<file path="config.mk">
export PLATFORM = sky130hd
export DESIGN_NAME = fft_inpl_frame_ctrl
export DESIGN_NICKNAME = d
export VERILOG_FILES = /design/src/rtl/fft_inpl_frame_pkg.sv /design/src/rtl/fft_inpl_frame_cnt.sv /design/src/rtl/fft_inpl_frame_ctrl.sv
export SDC_FILE = /design/constraint.sdc
export NUM_CORES = 1
export LEC_CHECK = 0
export CORE_ASPECT_RATIO = 0.5
export CORE_MARGIN = 3
export CORE_UTILIZATION = 62
export DETAILED_ROUTE_END_ITERATION = 16
export DONT_BUFFER_PORTS = 1
export MAX_ROUTING_LAYER = met4
export PLACE_DENSITY = 0.81
export SYNTH_ARGS = -nofsm -noshare
export SYNTH_HDL_FRONTEND = slang
export SYNTH_SLANG_ARGS = --single-unit
</file>
<file path="constraint.sdc">
create_clock -name clk_i -period 2.7 [get_ports clk_i]
set_clock_uncertainty 0.1 [all_clocks]
set_input_delay 0.27 -clock clk_i [delete_from_list [all_inputs] [get_ports clk_i]]
set_output_delay 0.27 -clock clk_i [all_outputs]
set_load 0.01 [all_outputs]
</file>
<file path="src/rtl/fft_inpl_frame_pkg.sv">
// fft_inpl_frame_pkg: state encodings and width helpers shared by the FFT frame controller
package fft_inpl_frame_pkg;
    typedef enum logic [1:0] {I_IDLE, I_LOAD, I_HOLD} in_state_e;
    typedef enum logic [1:0] {O_IDLE, O_WAIT, O_STREAM} out_state_e;
    localparam int DEF_POINTS = 256;
    function automatic int clog2(input int v);
        int r;
        r = 0;
        while ((1 << r) < v) r = r + 1;
        return r;
    endfunction
    localparam int CNTW = clog2(DEF_POINTS);
endpackage

</file>
<file path="src/rtl/fft_inpl_frame_cnt.sv">
// fft_inpl_frame_cnt: wrapping 0..MAX-1 counter with synchronous clear and terminal-count flag
module fft_inpl_frame_cnt
#(
    parameter int W   = 8,
    parameter int MAX = 256
) (
    input  logic clk_i,
    input  logic ngrst_i,
    input  logic clr_i,
    input  logic en_i,
    output logic tc_o
);
    logic [W-1:0] cnt_q, cnt_d;
    assign tc_o = cnt_q == W'(MAX - 1);
    always_comb cnt_d = clr_i ? '0 : en_i ? (tc_o ? '0 : cnt_q + 1'b1) : cnt_q;
    always_ff @(posedge clk_i) cnt_q <= ngrst_i ? cnt_d : '0;
endmodule

</file>
<file path="src/rtl/fft_inpl_frame_ctrl.sv">
// fft_inpl_frame_ctrl: frames source samples into the in-place FFT core and tags its result stream
module fft_inpl_frame_ctrl
    import fft_inpl_frame_pkg::*;
#(
    parameter int POINTS  = 256,
    parameter int WIDTH   = 18,
    parameter int EXPW    = 4,
    parameter int IDW     = 4,
    parameter int TIMEOUT = 64
) (
    input  logic             clk_i,
    input  logic             ngrst_i,
    input  logic             enable_i,
    input  logic             clr_status_i,
    input  logic             s_valid_i,
    output logic             s_ready_o,
    input  logic [WIDTH-1:0] s_re_i,
    input  logic [WIDTH-1:0] s_im_i,
    output logic [WIDTH-1:0] fft_datai_re_o,
    output logic [WIDTH-1:0] fft_datai_im_o,
    output logic             fft_datai_valid_o,
    input  logic             fft_buf_ready_i,
    input  logic             fft_outp_ready_i,
    output logic             fft_read_outp_o,
    input  logic             fft_datao_valid_i,
    input  logic [WIDTH-1:0] fft_datao_re_i,
    input  logic [WIDTH-1:0] fft_datao_im_i,
    input  logic [EXPW-1:0]  fft_scale_exp_i,
    input  logic             m_ready_i,
    output logic             m_valid_o,
    output logic             m_last_o,
    output logic [WIDTH-1:0] m_re_o,
    output logic [WIDTH-1:0] m_im_o,
    output logic [IDW-1:0]   m_frame_id_o,
    output logic [EXPW-1:0]  m_scale_exp_o,
    output logic             load_err_o,
    output logic             timeout_err_o,
    output logic             unexp_err_o
);
    localparam int CW = clog2(POINTS);
    localparam int TW = clog2(TIMEOUT);

    in_state_e        in_q, in_d;
    out_state_e       out_q, out_d;
    logic [IDW-1:0]   in_id_q, out_id_q, m_id_q;
    logic [WIDTH-1:0] di_re_q, di_im_q, m_re_q, m_im_q;
    logic [EXPW-1:0]  scale_q;
    logic             di_valid_q, read_q, m_valid_q, m_last_q;
    logic             load_err_q, tmo_err_q, unexp_err_q;
    logic             xfer, in_tc, in_done, load_abort;
    logic             start, accept, out_tc, tmo_tc, timeout, out_done;

    assign s_ready_o  = in_q == I_LOAD && fft_buf_ready_i;
    assign xfer       = s_ready_o && s_valid_i;
    assign in_done    = xfer && in_tc;
    assign load_abort = in_q == I_LOAD && !fft_buf_ready_i;

    always_comb begin
        in_d = in_q;
        case (in_q)
            I_IDLE:  in_d = enable_i && fft_buf_ready_i ? I_LOAD : I_IDLE;
            I_LOAD:  in_d = in_done ? I_HOLD : load_abort ? I_IDLE : I_LOAD;
            I_HOLD:  in_d = fft_buf_ready_i ? I_HOLD : I_IDLE;
            default: in_d = I_IDLE;
        endcase
    end

    assign start    = out_q == O_IDLE && enable_i && fft_outp_ready_i && m_ready_i;
    assign accept   = out_q != O_IDLE && fft_datao_valid_i;
    assign out_done = accept && out_tc;
    // a valid arriving on the timeout cycle wins over the timeout
    assign timeout  = out_q == O_WAIT && !fft_datao_valid_i && tmo_tc;

    always_comb begin
        out_d = out_q;
        case (out_q)
            O_IDLE:   out_d = start ? O_WAIT : O_IDLE;
            O_WAIT:   out_d = accept ? O_STREAM : timeout ? O_IDLE : O_WAIT;
            O_STREAM: out_d = out_done ? O_IDLE : O_STREAM;
            default:  out_d = O_IDLE;
        endcase
    end

    fft_inpl_frame_cnt #(.W(CW), .MAX(POINTS)) u_in_cnt (
        .clk_i(clk_i), .ngrst_i(ngrst_i), .clr_i(in_q != I_LOAD || load_abort), .en_i(xfer), .tc_o(in_tc)
    );
    fft_inpl_frame_cnt #(.W(CW), .MAX(POINTS)) u_out_cnt (
        .clk_i(clk_i), .ngrst_i(ngrst_i), .clr_i(out_q == O_IDLE), .en_i(accept), .tc_o(out_tc)
    );
    fft_inpl_frame_cnt #(.W(TW), .MAX(TIMEOUT)) u_tmo_cnt (
        .clk_i(clk_i), .ngrst_i(ngrst_i), .clr_i(out_q != O_WAIT), .en_i(1'b1), .tc_o(tmo_tc)
    );

    always_ff @(posedge clk_i) begin
        if (!ngrst_i) begin
            in_q        <= I_IDLE;
            out_q       <= O_IDLE;
            in_id_q     <= '0;
            out_id_q    <= '0;
            m_id_q      <= '0;
            di_re_q     <= '0;
            di_im_q     <= '0;
            m_re_q      <= '0;
            m_im_q      <= '0;
            scale_q     <= '0;
            di_valid_q  <= 1'b0;
            read_q      <= 1'b0;
            m_valid_q   <= 1'b0;
            m_last_q    <= 1'b0;
            load_err_q  <= 1'b0;
            tmo_err_q   <= 1'b0;
            unexp_err_q <= 1'b0;
        end else begin
            in_q        <= in_d;
            out_q       <= out_d;
            in_id_q     <= in_id_q + IDW'(in_done);
            out_id_q    <= out_id_q + IDW'(out_done);
            di_valid_q  <= xfer;
            read_q      <= start;
            m_valid_q   <= accept;
            m_last_q    <= out_done;
            if (xfer) begin
                di_re_q <= s_re_i;
                di_im_q <= s_im_i;
            end
            if (start) scale_q <= fft_scale_exp_i;
            // the tag is captured per sample so it stays on the old ID through M_LAST
            if (accept) begin
                m_re_q <= fft_datao_re_i;
                m_im_q <= fft_datao_im_i;
                m_id_q <= out_id_q;
            end
            load_err_q  <= load_abort || (load_err_q && !clr_status_i);
            tmo_err_q   <= timeout || (tmo_err_q && !clr_status_i);
            unexp_err_q <= (out_q == O_IDLE && fft_datao_valid_i) || (unexp_err_q && !clr_status_i);
        end
    end

    assign fft_datai_re_o    = di_re_q;
    assign fft_datai_im_o    = di_im_q;
    assign fft_datai_valid_o = di_valid_q;
    assign fft_read_outp_o   = read_q;
    assign m_valid_o         = m_valid_q;
    assign m_last_o          = m_last_q;
    assign m_re_o            = m_re_q;
    assign m_im_o            = m_im_q;
    assign m_frame_id_o      = m_id_q;
    assign m_scale_exp_o     = scale_q;
    assign load_err_o        = load_err_q;
    assign timeout_err_o     = tmo_err_q;
    assign unexp_err_o       = unexp_err_q;
endmodule
</file>
==> flow_metrics.env, run 1 <==
export IMPL_tritoncts="yes"
export IMPL_syn_nets=601
export IMPL_max_cap_violations=0
export IMPL_worst_slew_pin_slew_ns=0.621
export IMPL_drtPass1Iterations=8
export IMPL_max_slew_margin_pct=58.3
export IMPL_sw_frac_of_total_pct=21.3
export IMPL_status="complete, no violations"
export IMPL_vias=3943
export IMPL_finalNonFillerCells=686
export IMPL_start_util_pct=66.9
export IMPL_slowest_delay_ns=0.46
export IMPL_fin_ws_ns=0.609
export IMPL_vias_per_cell=5.75
export IMPL_setup_viol=0
export IMPL_total_power_mw=4.03
export IMPL_synth_edff_count=0
export IMPL_worstPathRequired_ns=2.89
export IMPL_clk_path_buf_depth=2
export IMPL_grt_max_degree=73
export IMPL_peakVddDrop_v=0.000647
export IMPL_drt_total_wl_um=12300
export IMPL_ctsResizeCount=0
export IMPL_grt_overflow_total=0
export IMPL_clkLatencyLatePin_ns=0.40
export IMPL_seq_area_frac_synth_pct=55.1
export IMPL_dpl_cell_area_mm2=0.00431
export IMPL_path_clk_slew_ns=0.05
export IMPL_layout_min_cycle_time_ns=2.09
export IMPL_rsz0062_at_grt="false"
export IMPL_nNetsFinal=676
export IMPL_syn_area_per_cell_um2=8.33
export IMPL_grt_pass1_vias=3984
export IMPL_die_w_um=123
export IMPL_areaGrowthSynthToFinish_pct=32.7
export IMPL_power_switching_mw=0.858
export IMPL_seq_power_share_pct=44.6
export IMPL_crit_path_start_kind="flip-flop"
export IMPL_synth_adder_area_share_pct=1.47
export IMPL_synth_compound_area_share_pct=11.6
export IMPL_netlist_instances=511
export IMPL_hold_slack_ns=0.0286
export IMPL_hold_viol=0
export IMPL_final_core_util_pct=88.8
export IMPL_design_core_area_mm2=0.00636
export IMPL_synthSimpleGateAreaFrac_pct=23.5
export IMPL_wire_per_inst_um=17.9
export IMPL_fp_dieH_um=64.6
export IMPL_p_clk_share_pct=50.3
export IMPL_place_ws_ns=0.637
export IMPL_num_rows=20
export IMPL_synthArstFlopShare_pct=0
export IMPL_n_antenna_cell=0
export IMPL_grt_pass1_wl_um=19200
export IMPL_dp_hpwl_um=6070
export IMPL_synth_top_family_by_area="simple AND/OR/NAND/NOR gates"
export IMPL_maxSlewViolCount=0
export IMPL_ys_ff_latch=117
export IMPL_drt_antenna_violating_nets=0
export IMPL_place_congestion=0.758
export IMPL_die_area_mm2=0.00795
export IMPL_htree_num_levels=4
export IMPL_synthFlopType="dfxtp_1"
export IMPL_drcViolationCount=0
export IMPL_setup_tns_ns=0
export IMPL_synthXorXnorAreaFrac_pct=3.50
export IMPL_synth_area_mm2=0.00425
export IMPL_crit_type="reg2reg"
export IMPL_crit_arrival_ns=2.28
export IMPL_path_cells="ha_1, nand3_1, or3_1, nor2_1, ha_1, ha_1, and2_1"
export IMPL_clock_fmax_mhz=478
export IMPL_critPathMaxFanout=6
export IMPL_drive_above_1_share_pct=5.85
export IMPL_ys_warn_count=0
export IMPL_antenna_found_initial=0
export IMPL_endpoint_kind="flip-flop"
export IMPL_fin_area_mm2=0.00565
export IMPL_clock_sinks=117
export IMPL_cpMostUsedCell="ha_1"
export IMPL_power_density_mw_per_mm2=713
export IMPL_drt_initial_drc_count=311
export IMPL_grt_use_total_pct=31.8
export IMPL_dp_cells=574
export IMPL_finalCritPeriodShare_pct=77.5
export IMPL_root_buffer="clkbuf_16"
export IMPL_p_comb_share_pct=5.2
export IMPL_synthMuxAreaShare_pct=1.18
export IMPL_numCtsBuffers=17
export IMPL_p_leak_nw=2.04
export IMPL_io_buffers=0
export IMPL_synth_distinct_cells=38
export IMPL_hold_class="in2reg"
export IMPL_pin_count=173
export IMPL_p_int_mw=3.17
export IMPL_cpMaxStageDelayCell="or3_1"
## cell usage after synthesis, drive strengths merged, types with 2 or more instances
cell / n / share of area [%]
or3: 3 / 0.44
and2: 3 / 0.44
nor3b: 2 / 0.35
and3: 4 / 0.59
nand2: 162 / 14
xnor2: 7 / 1.4
inv: 8 / 0.71
a21oi: 83 / 9.8
nor3: 3 / 0.35
buf: 13 / 1.4
o211ai: 2 / 0.35
xor2: 10 / 2.1
nand4b: 2 / 0.76
clkbuf: 18 / 1.6
nor2: 32 / 2.8
dfxtp: 117 / 55
nand3: 9 / 1.1
ha: 5 / 1.5
nand4: 6 / 0.88
mux2i: 5 / 1.2
o21ai: 3 / 0.35
## worst max-delay path: cells and delay by family (launching register included)
kind | cells | cell delay [ns]
fa+ha+maj | 3 | 0.59
simple gates | 4 | 0.91
flops | 1 | 0.38
## flip-flops by register name, indices dropped and copies added (netlist names), 2 cells and up
signal	count
m_scale_exp_o	4
u_in_cnt.cnt_q	8
fft_datai_im_o	18
in_q	2
m_im_o	18
u_out_cnt.cnt_q	8
fft_datai_re_o	18
m_frame_id_o	4
out_id_q	4
u_tmo_cnt.cnt_q	6
m_re_o	18
out_q	2
## metal layers
metal	up-vias	global-route usage [%]	wire (µm)
met1	1848	33.2	4470
met5	-	-	0
met2	228	53.6	6200
met3	41	10.8	1250
li1	1826	-	-
met4	0	17.0	350
## final timing paths
| kind | from | end | slack (ns) | cells after the start |
|---|---|---|---|---|
| setup reg to reg | u_out_cnt.cnt_q[0] | out_id_q[1] | 0.61 | 7 |
| hold reg to reg | u_tmo_cnt.cnt_q[0] | u_tmo_cnt.cnt_q[0] | 0.37 | 1 |
| setup / recovery | u_out_cnt.cnt_q[0] | out_id_q[1] | 0.61 | 7 |
| hold / removal | enable_i | in_q[0] | 0.03 | 2 |
## cells in the final DEF (no fill, tap or decap), drive strengths merged, types with 2 or more instances in the layout
| cell type | count |
|---|---|
| clkinv | 4 |
| ha | 5 |
| mux2i | 5 |
| dfxtp | 117 |
| dlygate4sd3 | 81 |
| a21oi | 83 |
| nor3b | 2 |
| and3 | 4 |
| xnor2 | 7 |
| clkbuf | 26 |
| nor2 | 32 |
| xor2 | 10 |
| o211ai | 2 |
| buf | 6 |
| nand4b | 2 |
| nand2 | 162 |
| nand3 | 9 |
| or3 | 3 |
| nand4 | 6 |
| and2 | 3 |
| nor3 | 3 |
| inv | 8 |
| o21ai | 3 |
## logic make-up after synthesis
| group | Yosys count |
|---|---|
| fa+ha+maj | 5 |
| simple gates | 234 |
| xor+xnor | 17 |
| flops | 117 |
| buf+inv | 39 |
| compound gates | 94 |
| mux | 5 |
## what timing repair did
| item | CTS | global route |
|---|---|---|
| hold buffers | 81 | 0 |
| endpoints found under the hold margin | 96 | 0 |
| buffers inserted | 0 | 0 |
## power groups by stage
stage                     registers [mW]  logic [mW]  clock network [mW]
after floorplan                     1.82      0.0831                   0
after global placement              1.83      0.0957                   0
after detailed placement            1.83      0.0980                   0
after CTS                           1.79       0.197                2.03
after global routing                1.80       0.224                2.13
final                               1.79       0.208                2.02
## area by class of cell
class                   instances  area, µm²
multi-input cells             355       1770
clock buffers                  26        479
clock inverters                 5       50.0
fillers                       289        709
repair buffers                 87        868
inverters                       8       30.0
well taps                      88        110
flip-flops and latches        117       2340
(Power assumes the default switching activity.)
==> inputs of run 2 (changes only) <==
--- a/config.mk
+++ b/config.mk
@@ -7,11 +7,11 @@
 export LEC_CHECK = 0
 export CORE_ASPECT_RATIO = 0.5
 export CORE_MARGIN = 3
-export CORE_UTILIZATION = 62
+export CORE_UTILIZATION = 56
 export DETAILED_ROUTE_END_ITERATION = 16
 export DONT_BUFFER_PORTS = 1
 export MAX_ROUTING_LAYER = met4
-export PLACE_DENSITY = 0.81
+export PLACE_DENSITY = 0.77
 export SYNTH_ARGS = -nofsm -noshare
 export SYNTH_HDL_FRONTEND = slang
 export SYNTH_SLANG_ARGS = --single-unit
==> constraint.sdc (replaced) <==
create_clock -name clk_i -period 1.9 [get_ports clk_i]
set_clock_uncertainty 0.1 [all_clocks]
set_input_delay 0.19 -clock clk_i [delete_from_list [all_inputs] [get_ports clk_i]]
set_output_delay 0.19 -clock clk_i [all_outputs]
set_load 0.01 [all_outputs]
==> run 2 against run 1 <==
Against the previous run:
- sequential share of layout area decreased by 1.4 points
- routed wire length decreased by 5.9%
- core utilization decreased by 5.6 points
- die area increased by 9.9%
- sequential power increased by 42%
- total power increased by 53%
- via count decreased by 3.4%
- register-to-register slack got worse by 0.50 ns
- critical path type unchanged
- critical endpoint unchanged
- largest cell class unchanged
- highest routed layer unchanged
==> flow_metrics.env, run 2 (same netlist as run 1, synthesis figures left out) <==
export IMPL_cts_setup_buffers=0
export IMPL_rsz0062_at_grt="false"
export IMPL_crit_path_end="out_id_q[1]"
export IMPL_worstPathRequired_ns=2.10
export IMPL_start_util_pct=60.6
export IMPL_grt_use_total_pct=27.1
export IMPL_vias_per_cell=5.44
export IMPL_reg2reg_to="out_id_q[1]"
export IMPL_grt_overflow_total=0
export IMPL_drt_total_wl_um=11500
export IMPL_die_w_um=129
export IMPL_critPathMaxFanout=2
export IMPL_drtPass1Iterations=6
export IMPL_grt_max_degree=55
export IMPL_cp_depth=7
export IMPL_p_clk_share_pct=53.7
export IMPL_slowest_delay_ns=0.34
export IMPL_grt_pass1_wl_um=17600
export IMPL_final_common_cell="nand2_1"
export IMPL_hold_slack_ns=0.0321
export IMPL_ff2ff_path_depth=7
export IMPL_die_area_mm2=0.00874
export IMPL_maxSlewViolCount=0
export IMPL_hold_viol=0
export IMPL_dp_hpwl_um=6320
export IMPL_seq_power_share_pct=41.3
export IMPL_crit_type="reg2reg"
export IMPL_endpoint_kind="flip-flop"
export IMPL_final_cell_mix="nand2_1 (162), dfxtp_1 (117), a21oi_1 (83), dlygate4sd3_1 (82), nor2_1 (32)"
export IMPL_crit_buf_inv=0
export IMPL_tritoncts="yes"
export IMPL_drive_above_1_share_pct=8.06
export IMPL_clkLatencyLatePin_ns=0.40
export IMPL_crit_path_start_kind="flip-flop"
export IMPL_crit_reg2reg_launch="u_out_cnt.cnt_q[0]"
export IMPL_path_clk_slew_ns=0.05
export IMPL_crit_arrival_ns=2.00
export IMPL_worst_slew_pin_slew_ns=0.638
export IMPL_power_switching_mw=1.25
export IMPL_cp_top_family="simple AND/OR/NAND/NOR gates"
export IMPL_antenna_found_initial=0
export IMPL_htree_num_levels=4
export IMPL_max_slew_margin_pct=57.2
export IMPL_pin_count=173
export IMPL_crit_start="u_out_cnt.cnt_q[0]"
export IMPL_numCtsBuffers=17
export IMPL_wire_per_inst_um=16.5
export IMPL_vias=3810
export IMPL_setup_viol=0
export IMPL_clk_path_buf_depth=2
export IMPL_areaGrowthSynthToFinish_pct=37.3
export IMPL_clock_sinks=117
export IMPL_power_density_mw_per_mm2=1060
export IMPL_layout_min_cycle_time_ns=1.80
export IMPL_p_comb_share_pct=4.9
export IMPL_finalCritPeriodShare_pct=94.5
export IMPL_design_core_area_mm2=0.00702
export IMPL_nNetsFinal=685
export IMPL_rrSetupSlack_ns=0.10
export IMPL_clock_fmax_mhz=557
export IMPL_p_int_mw=4.91
export IMPL_drt_antenna_violating_nets=0
export IMPL_drt_initial_drc_count=281
export IMPL_setup_tns_ns=0
export IMPL_drcViolationCount=0
export IMPL_fp_dieH_um=67.6
export IMPL_sw_frac_of_total_pct=20.3
export IMPL_cpMostUsedCell="ha_1"
export IMPL_path_cells="ha_1, nand3_2, or3_1, nor2_1, ha_1, ha_1, and2_1"
export IMPL_hold_class="in2reg"
export IMPL_num_rows=21
export IMPL_n_antenna_cell=0
export IMPL_max_cap_violations=0
export IMPL_grt_pass1_vias=3632
export IMPL_peakVddDrop_v=0.000701
export IMPL_io_buffers=0
export IMPL_root_buffer="clkbuf_16"
export IMPL_status="complete, no violations"
export IMPL_p_leak_nw=2.13
export IMPL_cpMaxStageDelayCell="dfxtp_1"
export IMPL_place_congestion=0.769
[run 2: cell types whose count changed in the layout (fill, tap and decap cells not counted), moves of 2 or more]
cell / change
buf_4: +6
clkbuf_1: -4
bufinv_16: +3
buf_12: +2
[run 2: layout make-up]
class	count	area (µm²)
flip-flops and latches	117	2340
clock inverters	10	153
inverters	8	30.0
repair buffers	96	963
clock buffers	22	464
fillers	405	1180
multi-input cells	355	1770
well taps	92	115
[run 2: layer usage]
metal  global-route usage, %  vias up  share of wire, %  wire length (µm)
met3                    11.1       21               8.8              1020
met5                       -        -                 0                 0
li1                        -     1844                 -                 -
met4                    12.0        0               1.6               182
met1                    29.9     1767                42              4810
met2                    43.9      178                48              5530
[run 2: metrics by stage]
step | std cells | total power, mW | utilization (%) | worst slack [ns] | instance area [µm²]
6_report | 700 | 6.17 | 83.2 | 0.104 | 5840
5_1_grt | 700 | 6.37 | 83.2 | 0.000659 | 5840
4_1_cts | 700 | 6.17 | 83.2 | 0.102 | 5840
3_5_place_dp | 586 | 2.75 | 62.7 | 0.115 | 4400
3_3_place_gp | 586 | 2.74 | 62.7 | 0.142 | 4400
2_1_floorplan | 511 | 2.70 | - | 0.00773 | 4260
[run 2: how the worst min path moves through the flow]
| stage | from | endpoint | cells past startpoint |
|---|---|---|---|
| floorplan | s_im_i[0] | fft_datai_im_o[0] | 2 |
| global placement | fft_datao_valid_i | out_q[0] | 1 |
| detailed placement | fft_datao_valid_i | out_q[0] | 1 |
| CTS | enable_i | fft_read_outp_o | 2 |
| global route | fft_datao_valid_i | u_out_cnt.cnt_q[7] | 4 |
| finish | ngrst_i | u_tmo_cnt.cnt_q[1] | 2 |
[run 2: power by group through the flow]
stage / registers (mW) / clock network (mW) / logic, mW
6_report: 2.55 / 3.31 / 0.305
5_1_grt: 2.55 / 3.49 / 0.329
4_1_cts: 2.55 / 3.33 / 0.293
3_5_place_dp: 2.60 / 0 / 0.149
3_3_place_gp: 2.60 / 0 / 0.146
2_1_floorplan: 2.59 / 0 / 0.118
[run 2: repair_timing]
item / in CTS / in global routing
resized for setup: 0 / 0
hold buffers: 82 / 0
endpoints found under the hold margin: 99 / 0
